### config.mk
export PLATFORM = sky130hd
export DESIGN_NAME = mem_wb_stage
export DESIGN_NICKNAME = d
export VERILOG_FILES = /design/src/rtl/mem_wb_stage.sv
export SDC_FILE = /design/constraint.sdc
export NUM_CORES = 1
export LEC_CHECK = 0
export BUFFER_PORTS_ARGS = -buffer_cell sky130_fd_sc_hd__buf_2
export CORE_MARGIN = 8
export CORE_UTILIZATION = 40
export CTS_CLUSTER_DIAMETER = 50
export DETAILED_ROUTE_END_ITERATION = 7
export PLACE_DENSITY = 0.74
export SETUP_SLACK_MARGIN = 0.02
export SLEW_MARGIN = 10
export SYNTH_ARGS = -nofsm -noshare
export SYNTH_HDL_FRONTEND = slang
export SYNTH_SLANG_ARGS = --single-unit
### constraint.sdc
create_clock -name clk -period 3.6 [get_ports clk]
set_input_delay 0.36 -clock clk [delete_from_list [all_inputs] [get_ports clk]]
set_output_delay 0.36 -clock clk [all_outputs]
set_load 0.02 [all_outputs]
### src/rtl/mem_wb_stage.sv
// mem_wb_stage: MEM/WB pipeline register with load formatting and writeback
// source selection. Presents a registered register-file write port that also
// serves as a forwarding source for the hazard logic.
//
// Ports:
//   clk, rst           clock, synchronous active-high reset
//   stall              hold every WB register
//   flush              insert a bubble on the next edge
//   m_*                MEM-stage instruction fields, load data, link value
//   wb_valid           registered valid
//   wb_reg_write       register-file write enable (never for x0 or misaligned)
//   wb_rd, wb_data     register-file write index / data
//   wb_misalign        load-address-misaligned flag of the retiring instruction
//   retire_cnt         64-bit retired-instruction counter (MEMWB_RETIRE_CNT_EN only)
//
// Optional feature: define MEMWB_RETIRE_CNT_EN to add the retire_cnt output.
module mem_wb_stage #(
    parameter int unsigned XLEN       = 32,
    parameter int unsigned REG_ADDR_W = 5
) (
    input  logic                  clk,
    input  logic                  rst,
    input  logic                  stall,
    input  logic                  flush,
    input  logic                  m_valid,
    input  logic                  m_reg_write,
    input  logic [REG_ADDR_W-1:0] m_rd,
    input  logic [1:0]            m_wb_sel,
    input  logic                  m_mem_read,
    input  logic [2:0]            m_funct3,
    input  logic [XLEN-1:0]       m_alu_result,
    input  logic [XLEN-1:0]       m_read_data,
    input  logic [XLEN-1:0]       m_pc_plus4,
`ifdef MEMWB_RETIRE_CNT_EN
    output logic [63:0]           retire_cnt,
`endif
    output logic                  wb_valid,
    output logic                  wb_reg_write,
    output logic [REG_ADDR_W-1:0] wb_rd,
    output logic [XLEN-1:0]       wb_data,
    output logic                  wb_misalign
);

    localparam logic [2:0] F3_LB  = 3'b000;
    localparam logic [2:0] F3_LH  = 3'b001;
    localparam logic [2:0] F3_LW  = 3'b010;
    localparam logic [2:0] F3_LBU = 3'b100;
    localparam logic [2:0] F3_LHU = 3'b101;

    localparam logic [1:0] SEL_LOAD = 2'b01;
    localparam logic [1:0] SEL_PC4  = 2'b10;

    logic [1:0]            off;
    logic [7:0]            byte_lane;
    logic [15:0]           half_lane;
    logic [XLEN-1:0]       load_data;
    logic                  f3_undef;
    logic                  misalign;
    logic [XLEN-1:0]       src_data;

    logic                  valid_d,     valid_q;
    logic                  reg_write_d, reg_write_q;
    logic [REG_ADDR_W-1:0] rd_d,        rd_q;
    logic [XLEN-1:0]       data_d,      data_q;
    logic                  misalign_d,  misalign_q;

    // Lane extraction and extension of the raw memory word
    always_comb begin
        off       = m_alu_result[1:0];
        byte_lane = 8'h00;
        half_lane = 16'h0000;
        load_data = m_read_data;
        f3_undef  = 1'b0;

        case (off)
            2'd0:    byte_lane = m_read_data[7:0];
            2'd1:    byte_lane = m_read_data[15:8];
            2'd2:    byte_lane = m_read_data[23:16];
            default: byte_lane = m_read_data[31:24];
        endcase
        half_lane = off[1] ? m_read_data[31:16] : m_read_data[15:0];

        case (m_funct3)
            F3_LB:   load_data = {{(XLEN-8){byte_lane[7]}}, byte_lane};
            F3_LBU:  load_data = {{(XLEN-8){1'b0}}, byte_lane};
            F3_LH:   load_data = {{(XLEN-16){half_lane[15]}}, half_lane};
            F3_LHU:  load_data = {{(XLEN-16){1'b0}}, half_lane};
            F3_LW:   load_data = m_read_data;
            default: begin
                load_data = m_read_data;
                f3_undef  = 1'b1;
            end
        endcase
    end

    // Misalignment detection and writeback source select
    always_comb begin
        misalign = 1'b0;
        src_data = m_alu_result;

        if (m_valid && m_mem_read) begin
            misalign = f3_undef
                     | (((m_funct3 == F3_LH) || (m_funct3 == F3_LHU)) & off[0])
                     | ((m_funct3 == F3_LW) & (off != 2'd0));
        end

        case (m_wb_sel)
            SEL_LOAD: src_data = load_data;
            SEL_PC4:  src_data = m_pc_plus4;
            default:  src_data = m_alu_result;
        endcase
    end

    // Next-state for the WB registers; flush forces a zeroed bubble
    always_comb begin
        valid_d     = m_valid;
        reg_write_d = m_valid & m_reg_write & (m_rd != '0) & ~misalign;
        rd_d        = m_rd;
        data_d      = src_data;
        misalign_d  = misalign;

        if (flush) begin
            valid_d     = 1'b0;
            reg_write_d = 1'b0;
            rd_d        = '0;
            data_d      = '0;
            misalign_d  = 1'b0;
        end
    end

    // WB register bank: rst > stall > (flush folded into _d) > load
    always_ff @(posedge clk) begin
        if (rst) begin
            valid_q     <= 1'b0;
            reg_write_q <= 1'b0;
            rd_q        <= '0;
            data_q      <= '0;
            misalign_q  <= 1'b0;
        end else if (!stall) begin
            valid_q     <= valid_d;
            reg_write_q <= reg_write_d;
            rd_q        <= rd_d;
            data_q      <= data_d;
            misalign_q  <= misalign_d;
        end
    end

    assign wb_valid     = valid_q;
    assign wb_reg_write = reg_write_q;
    assign wb_rd        = rd_q;
    assign wb_data      = data_q;
    assign wb_misalign  = misalign_q;

`ifdef MEMWB_RETIRE_CNT_EN
    logic [63:0] retire_cnt_d, retire_cnt_q;

    // Counts every instruction leaving the stage, misaligned loads included
    always_comb begin
        retire_cnt_d = retire_cnt_q;
        if (!stall && !flush && m_valid) begin
            retire_cnt_d = retire_cnt_q + 64'd1;
        end
    end

    always_ff @(posedge clk) begin
        if (rst) begin
            retire_cnt_q <= '0;
        end else begin
            retire_cnt_q <= retire_cnt_d;
        end
    end

    assign retire_cnt = retire_cnt_q;
`endif

endmodule

==> impl_metrics.tcl <==
set metrics [dict create \
    max_cap_violations 0 \
    synth_area_leader_cell "dfxtp_1" \
    setup_viol 0 \
    clock-sinks 40 \
    grt_pass1_vias 3427 \
    synth_most_common_cell "dfxtp_1" \
    core-area_um2 6640 \
    die-width_um 97.9 \
    synthTopCellsByArea "dfxtp_1 30%, a22oi_1 7.8%, a211o_1 5.6%" \
    synth_ff_type "dfxtp_1" \
    clock_path_buffers 2 \
    die_height_um 97.9 \
    avgRoutedWirePerCell_um 19.9 \
    grt_pass1_wl_mm 16.9 \
    syn-num-nets 449 \
    grt_util_all_layers_pct 21.5 \
    p_clk_share_pct 31.8 \
    p_leak_nw 1.66 \
    drt_iter0_markers 221 \
    syn_avg_cell_area_um2 8.03 \
    cts_setup_buffers 0 \
    peakVddDrop_mv 0.176 \
    cts-resized-gates 0 \
    power.share.sequential_pct 40.0 \
    cts_max_level 2 \
    crit_buf_inv 1 \
    ctsRootBufferMaster "clkbuf_8" \
    power-per-cell-area_nw_per_um2 336 \
    drive_gt1_share_pct 40.6 \
    synth_enable_flop_cells 0 \
    synth_warnings 0 \
    crit_required_ps 3790 \
    initial_core_util_pct 40.4 \
    cts_tree "yes" \
    area_growth_pct 31.3 \
    place_hpwl_mm 8.14 \
    rows 30 \
    slew_violations 0 \
    ant_nets 0 \
    synth_commonest_cells "40 x dfxtp_1, 31 x nor2_1, 28 x a22oi_1, 28 x clkbuf_1, 25 x nand2_1" \
    worstPathMaxFanout 25 \
    path_cells "buf_2 -> or3_1 -> or2_1 -> a211oi_1 -> a221o_1" \
    gp_congestion 0.873 \
    finalInstanceArea_um2 3520 \
    fin_crit_sh_pct 68.6 \
    worstSkewPairLatency_ps 300 \
    overflow 0 \
    place_area_um2 3410 \
    hold_buffers 0 \
    n_antenna_cell 0 \
    io_pins 153 \
    slowest_stage "or2_1" \
    firstDrtPassIters 5 \
    p_int_uw 803 \
    skew_ps 0 \
    crit_path_end_kind "flop" \
    slew_headroom_pct 32.6 \
    nets 577 \
    hold_path.class "in -> reg" \
    rsz0062_at_grt "false" \
    nFillCells 652 \
    hold_viol 0 \
    dieArea_um2 9580 \
    start_kind "input port" \
    synth_area_um2 2680 \
    setup_tns_ps 0 \
    antenna_found_initial 0 \
    grt_max_degree 36 \
    fmax_mhz 405 \
    io_buffers 152 \
    swShare_pct 32.2 \
    status "complete, no violations" \
    timing.final.crit_period_ps 2470 \
    cts.clk_slew.worst_paths_ps 90 \
    crit_family "simple AND/OR/NAND/NOR gates" \
    synth_async_sr_flop_share_pct 0 \
    avgViaCountPerCell 5.98 \
    drc_errors 0 \
    p_comb_share_pct 28.3 \
    synth_cells 334 \
    cts_buffers 5 \
    wl_mm 10.8 \
    synth_top_area_share_pct 29.9 \
    path_class "in -> reg" \
    vias 3245 \
    p_sw_uw 381 \
    ys_seq_area_share_pct 29.9 \
    crit_path_max_incr_delay_ps 740 \
    critPathArrivalTime_ps 2660 \
    worstMarginPinSlew_ps 1010 \
    yosysUniqueCellTypes 40 \
    ys_ff_latch 40 \
]
## area by class of cell
cell class / instances / area (µm²) / share of cell area, %
well taps: 80 / 100 / 2.84
clock inverters: 3 / 42.5 / 1.21
clock buffers: 5 / 68.8 / 1.95
multi-input cells: 253 / 1700 / 48.2
inverters: 6 / 22.5 / 0.640
flip-flops and latches: 40 / 801 / 22.7
repair buffers: 156 / 791 / 22.5
## worst paths after layout
check	depth (start not counted)	to	startpoint	slack [ps]
max	5	wb_data[0]	rst	1130
min	3	wb_rd[2]	m_rd[2]	310
max reg2reg	3	wb_data[7]	wb_data[7]	2440
min reg2reg	1	wb_data[18]	wb_data[18]	470
## metal layers
layer | global-route usage, % | part of all wire, % | wire (µm) | vias up
li1 | - | - | - | 1549
met1 | 25.5 | 43 | 4610 | 1517
met2 | 36.4 | 49 | 5250 | 154
met3 | 4.20 | 5.6 | 608 | 25
met4 | 10.3 | 2.9 | 318 | 0
met5 | 0 | 0 | 0 | -
## cell families after synthesis
group | synth area share, %
AO/OA/AOI/OAI | 40.3
AND/OR/NAND/NOR | 17.7
buffers and inverters | 7.14
flip-flops | 29.9
multiplexers | 4.15
adder cells (fa/ha/maj) | 0.933
## power by group through the flow
stage	clock network [mW]	registers, mW	logic [mW]
after floorplan	0	0.506	0.174
after global placement	0	0.483	0.327
after detailed placement	0	0.483	0.331
after CTS	0.380	0.473	0.332
after global routing	0.395	0.475	0.361
final	0.376	0.473	0.335
## state kept, by name, indices dropped and copies added, names as in the netlist
name and cells:
wb_misalign 1, wb_reg_write 1, wb_rd 5, wb_data 32
wb_valid 1
## layout by cell type, fill, tap and decap left out, types with 6 or more instances in the layout
cell / n
buf_2: 152
dfxtp_1: 40
nor2_1: 31
a22oi_1: 28
nand2_1: 25
o22ai_1: 23
o21ai_0: 20
a211o_1: 17
nor3_1: 14
a221oi_1: 10
mux2_2: 9
a21oi_1: 9
nor3_2: 9
a221o_1: 8
a31oi_1: 7
a22o_1: 6
## per-stage QoR
step / power [mW] / util, % / hold WS [ps] / instances / setup slack [ps]
2_1_floorplan: 0.680 / - / 504 / 334 / 1770
3_3_place_gp: 0.809 / 51.3 / 442 / 535 / 914
3_5_place_dp: 0.814 / 51.3 / 449 / 535 / 838
4_1_cts: 1.19 / 53.0 / 307 / 543 / 1140
5_1_grt: 1.23 / 53.0 / 307 / 543 / 1020
6_report: 1.18 / 53.0 / 307 / 543 / 1130
## worst register-to-register path: stages, from the launching register on
cell,delay [ps]
dfxtp_1,330
a221oi_1,370
o211ai_1,140
o211a_1,230
(Power assumes the default switching activity.)
